**config.mk**
```make
export PLATFORM = sky130hd
export DESIGN_NAME = sram_sampler
export DESIGN_NICKNAME = d
export VERILOG_FILES = /design/src/rtl/sram_sampler.sv
export SDC_FILE = /design/constraint.sdc
export NUM_CORES = 1
export LEC_CHECK = 0
export CAP_MARGIN = 25
export CORE_ASPECT_RATIO = 0.7
export CORE_UTILIZATION = 45
export CTS_BUF_LIST = sky130_fd_sc_hd__clkbuf_4
export CTS_CLUSTER_SIZE = 25
export DETAILED_ROUTE_END_ITERATION = 12
export GPL_ROUTABILITY_DRIVEN = 1
export GPL_TIMING_DRIVEN = 1
export PLACE_DENSITY_LB_ADDON = 0.08
export RECOVER_POWER = 25
export REMOVE_ABC_BUFFERS = 1
export SLEW_MARGIN = 40
export SYNTH_ARGS = -nofsm -noshare
export SYNTH_HDL_FRONTEND = slang
export SYNTH_SLANG_ARGS = --single-unit
```
**constraint.sdc**
```tcl
create_clock -name clk_200 -period 1.55 [get_ports clk_200]
set_clock_uncertainty 0.2 [all_clocks]
set_input_delay 0.31 -clock clk_200 [delete_from_list [all_inputs] [get_ports clk_200]]
set_output_delay 0.31 -clock clk_200 [all_outputs]
set_load 0.02 [all_outputs]
```
**src/rtl/sram_sampler.sv**
```systemverilog
// sram_sampler: passive sampler of an asynchronous 8-bit SRAM bus seen on GPIO.
// Synchronizes E/O/address/data, detects read cycles (E=O=0), captures address
// and data once the read has been active for SETTLE_CYCLES synchronized cycles.
// Ports:
//   clk_200      in   sampling clock
//   rst          in   synchronous active-high reset
//   GPIO[35:0]   in   [0]=E_n, [1]=O_n, [15:2]=address, [23:16]=data, rest unused
//   output_ADDR  out  {1'b0, address} of the last capture
//   output_DATA  out  data of the last capture
//   read_signal  out  one-cycle strobe, a new capture is on output_ADDR/DATA
//   count_output out  number of captures, modulo 16
//   LEDR0        out  registered read-active
module sram_sampler #(
  parameter int SYNC_STAGES   = 2,
  parameter int SETTLE_CYCLES = 4
) (
  input  logic        clk_200,
  input  logic        rst,
  input  logic [35:0] GPIO,
  output logic [14:0] output_ADDR,
  output logic [7:0]  output_DATA,
  output logic        read_signal,
  output logic [3:0]  count_output,
  output logic        LEDR0
);

  // E and O reset to 1 (inactive); address and data reset to 0.
  localparam logic [23:0] SYNC_RST    = 24'h000003;
  // settle_cnt value seen on the edge that completes SETTLE_CYCLES active
  // cycles: edge 1 (IDLE->SETTLE) loads 1, so the capture edge sees N-1.
  localparam logic [3:0]  SETTLE_LAST = 4'(SETTLE_CYCLES - 1);

  typedef enum logic [1:0] {
    S_IDLE   = 2'd0,
    S_SETTLE = 2'd1,
    S_DONE   = 2'd2
  } state_t;

  // Spare header pins are deliberately not sampled.
  logic unused_gpio;
  assign unused_gpio = ^GPIO[35:24];

  // Synchronizer: element 0 is the newest sample, the top element feeds logic.
  // All 24 bits share one chain so control and data stay time-aligned.
  logic [SYNC_STAGES-1:0][23:0] sync_q;

  always_ff @(posedge clk_200) begin
    if (rst) begin
      sync_q <= {SYNC_STAGES{SYNC_RST}};
    end else begin
      sync_q <= {sync_q[SYNC_STAGES-2:0], GPIO[23:0]};
    end
  end

  logic        e_s;
  logic        o_s;
  logic [13:0] a_s;
  logic [7:0]  d_s;
  logic        act;

  assign e_s = sync_q[SYNC_STAGES-1][0];
  assign o_s = sync_q[SYNC_STAGES-1][1];
  assign a_s = sync_q[SYNC_STAGES-1][15:2];
  assign d_s = sync_q[SYNC_STAGES-1][23:16];
  assign act = ~e_s & ~o_s;

  // Read-detect FSM
  state_t     state_q, state_d;
  logic [3:0] settle_cnt_q, settle_cnt_d;
  logic       capture;

  always_ff @(posedge clk_200) begin
    if (rst) begin
      state_q      <= S_IDLE;
      settle_cnt_q <= 4'd0;
    end else begin
      state_q      <= state_d;
      settle_cnt_q <= settle_cnt_d;
    end
  end

  always_comb begin
    state_d      = state_q;
    settle_cnt_d = settle_cnt_q;
    capture      = 1'b0;
    case (state_q)
      S_IDLE: begin
        if (act) begin
          if (SETTLE_CYCLES == 1) begin
            // A single active cycle already satisfies the settle time.
            capture      = 1'b1;
            state_d      = S_DONE;
            settle_cnt_d = 4'd0;
          end else begin
            state_d      = S_SETTLE;
            settle_cnt_d = 4'd1;
          end
        end
      end
      S_SETTLE: begin
        if (!act) begin
          // Read aborted before settling: nothing captured.
          state_d      = S_IDLE;
          settle_cnt_d = 4'd0;
        end else if (settle_cnt_q == SETTLE_LAST) begin
          capture      = 1'b1;
          state_d      = S_DONE;
          settle_cnt_d = 4'd0;
        end else begin
          settle_cnt_d = settle_cnt_q + 4'd1;
        end
      end
      S_DONE: begin
        // One capture per read; wait for the read to end.
        if (!act) begin
          state_d = S_IDLE;
        end
      end
      default: begin
        state_d      = S_IDLE;
        settle_cnt_d = 4'd0;
      end
    endcase
  end

  // Capture registers
  logic [14:0] addr_q;
  logic [7:0]  data_q;
  logic [3:0]  count_q;
  logic        strobe_q;
  logic        led_q;

  always_ff @(posedge clk_200) begin
    if (rst) begin
      addr_q   <= 15'd0;
      data_q   <= 8'd0;
      count_q  <= 4'd0;
      strobe_q <= 1'b0;
      led_q    <= 1'b0;
    end else begin
      strobe_q <= capture;
      led_q    <= act;
      if (capture) begin
        addr_q  <= {1'b0, a_s};
        data_q  <= d_s;
        count_q <= count_q + 4'd1;
      end
    end
  end

  assign output_ADDR  = addr_q;
  assign output_DATA  = data_q;
  assign read_signal  = strobe_q;
  assign count_output = count_q;
  assign LEDR0        = led_q;

endmodule

```
==> flow_metrics.env <==
export IMPL_setup_viol=21
export IMPL_die_w_um=92.88
export IMPL_syn2layout_area_growth_pct=39.01
export IMPL_synth_edff_count=0
export IMPL_period_needed_ns=1.639
export IMPL_layout_common_cells="dfxtp_1, nor2b_1, nand2_1, buf_2, clkdlybuf4s50_1"
export IMPL_cp_arrival_ns=1.78
export IMPL_synth_main_ff_cell="dfxtp_1"
export IMPL_vias=1851
export IMPL_cts_root_buffer="clkbuf_4"
export IMPL_grt_pass1_wl_um=7438
export IMPL_worst_pin_slew_ns=0.7385
export IMPL_fp_row_count=22
export IMPL_power_total_w=0.003700
export IMPL_p_per_area_nw_per_um2=1023
export IMPL_drtIter0Drc=23
export IMPL_top_layer_used="met4"
export IMPL_first_pass_iters=2
export IMPL_muxShareOfSynthArea=0.003848
export IMPL_postSynthAreaPerCell_um2=10.32
export IMPL_htreeDepth=3
export IMPL_cp_required_ns=1.69
export IMPL_cts_sink_count=82
export IMPL_cts_buffers=9
export IMPL_overflow=0
export IMPL_synthXorXnorAreaFrac=0.01010
export IMPL_synthSimpleGateAreaFrac=0.2429
export IMPL_synth_seq_cells=82
export IMPL_syn_cell_area_um2=2601
export IMPL_layout_nets=366
export IMPL_irDropWorstVdd_mv=0.4929
export IMPL_setup_slack_ns=-0.08941
export IMPL_hold_viol=0
export IMPL_die_y_um=65.61
export IMPL_synth_top_family_by_area="simple AND/OR/NAND/NOR gates"
export IMPL_diodes=0
export IMPL_wl_met1_um=2224
export IMPL_dpl_hpwl_um=2901
export IMPL_hold_class="primary input to flop"
export IMPL_final_seq_area_um2=1648
export IMPL_fin_crit_sh=1.058
export IMPL_crit_path_top_delay_cell="or4b_1"
export IMPL_relSlewSlack=0.5077
export IMPL_postCtsHoldBufs=0
export IMPL_cap_violations=0
export IMPL_place_gp_congestion=0.7760
export IMPL_fillers=464
export IMPL_p_leak_nw=1.612
export IMPL_viasPerCell=4.593
export IMPL_avgRoutedWirePerCell_um=12.10
export IMPL_cts_tree="yes"
export IMPL_outcome="finished with violations"
export IMPL_path_buf_inv=1
export IMPL_fmax_ghz=0.6100
export IMPL_core_um2=5395
export IMPL_syn_inst=252
export IMPL_ant_nets=0
export IMPL_ys_types=30
export IMPL_drive_above_1_share=0.3686
export IMPL_setup_tns_ns=-0.6593
export IMPL_rsz0062_at_grt="yes"
export IMPL_slew_violations=0
export IMPL_clk_pin_slew_ns=0.12
export IMPL_io_pins=67
export IMPL_synth_adder_area_share=0.009620
export IMPL_io_buffers=53
export IMPL_endpoint_kind="flop"
export IMPL_ys_seq_area_frac=0.6311
export IMPL_yosys_warnings=0
export IMPL_die_area_um2=6094
export IMPL_cp_max_fo=3
export IMPL_antenna_found_initial=0
export IMPL_start_util=0.4821
export IMPL_async_flop_share=0
export IMPL_wl_met2_um=2333
export IMPL_clockBufferDepth=2
export IMPL_multiInputGateArea_um2=1087
export IMPL_grt_pass1_vias=1655
export IMPL_cp_top_family="simple AND/OR/NAND/NOR gates"
export IMPL_path_cells="nor4b_4, buf_4, or4b_1, o21ai_1"
export IMPL_cp_slowest_stage_delay_ns=0.42
export IMPL_path_class="flop to flop"
export IMPL_met3WireLength_um=271
export IMPL_final_common_cell="dfxtp_1"
export IMPL_grt_max_degree=27
export IMPL_routed_wl_um=4877
export IMPL_insertion_delay_ns=0.41
export IMPL_violations="negative setup slack"
export IMPL_start_kind="flop"
export IMPL_synth_compound_area_share=0.06205
export IMPL_drcViolationCount=0
export IMPL_track_usage=0.1655
-- Yosys cell counts (all sizes together) (2+ instances only) --
cell type,number,share of area
a21oi,25,0.052
and2,2,0.0048
buf,5,0.025
clkbuf,10,0.014
dfxtp,82,0.63
ha,2,0.0096
nand2,48,0.069
nand3,3,0.0058
nor2,7,0.010
nor2b,45,0.11
nor3,3,0.0058
o21ai,2,0.0038
or2,4,0.0096
xor2,2,0.0067
-- what timing repair did --
action                                 CTS  global route
pin swaps                                1            31
resized for setup                      111            68
gates cloned                             0             2
setup endpoints to repair               55            34
buffers inserted                         0             4
endpoints found under the hold margin    0             0
-- flip-flops by register name (all words and copies together) (netlist names), 2 cells and up --
name	count
a_s	14
sync_q	24
d_s	8
state_q	2
count_output	4
settle_cnt_q	4
output_ADDR	14
output_DATA	8
-- per-stage QoR --
stage	worst slack (ns)	utilization	cell area [um^2]	hold WS [ns]	std cells
2_1_floorplan	-0.3344	-	2500	0.1724	237
3_3_place_gp	-0.04309	0.6155	3321	0.1961	381
3_5_place_dp	-0.07851	0.6155	3321	0.2035	381
4_1_cts	-0.1056	0.6229	3361	0.02125	397
5_1_grt	-0.1572	0.6702	3616	0.08371	403
6_report	-0.08941	0.6702	3616	0.08814	403
-- final cells by class --
cell class                      count  share of cell area
Sequential cell                    82              0.4557
Multi-Input combinational cell    155              0.3007
Timing Repair Buffer               78              0.1744
Tap cell                           72             0.02491
Clock buffer                       11             0.02284
Clock inverter                      5             0.02145
-- cell families (layout without fill, tap and decap cells) --
logic type      Yosys count  in the layout
compound gates           29             29
xor+xnor                  3              3
fa+ha+maj                 2              2
buf+inv                  15             94
flops                    82             82
mux                       1              1
other cells               1              1
simple gates            119            119
-- layer usage --
layer  up-vias  track usage
li1        951            -
met1       856       0.2054
met2        38       0.2482
met3         6      0.08333
met4         0      0.05769
met5         -            0
-- report_power, final --
part	leakage, nW	internal (W)	total [W]	switching (W)
clock network	0.0889	0.000690	0.00136	0.000673
logic	0.851	0.0000895	0.000149	0.0000595
registers	0.673	0.00217	0.00219	0.0000227
-- path summary, 6_finish.rpt --
path         slack, ns         endpoint  depth (start not counted)       start
max              -0.09  settle_cnt_q[3]                          4  state_q[1]
max reg2reg      -0.09  settle_cnt_q[3]                          4  state_q[1]
min reg2reg       0.23              o_s                          1   sync_q[1]
min               0.09           d_s[7]                          2         rst
Power figures use the tool's default switching activity.
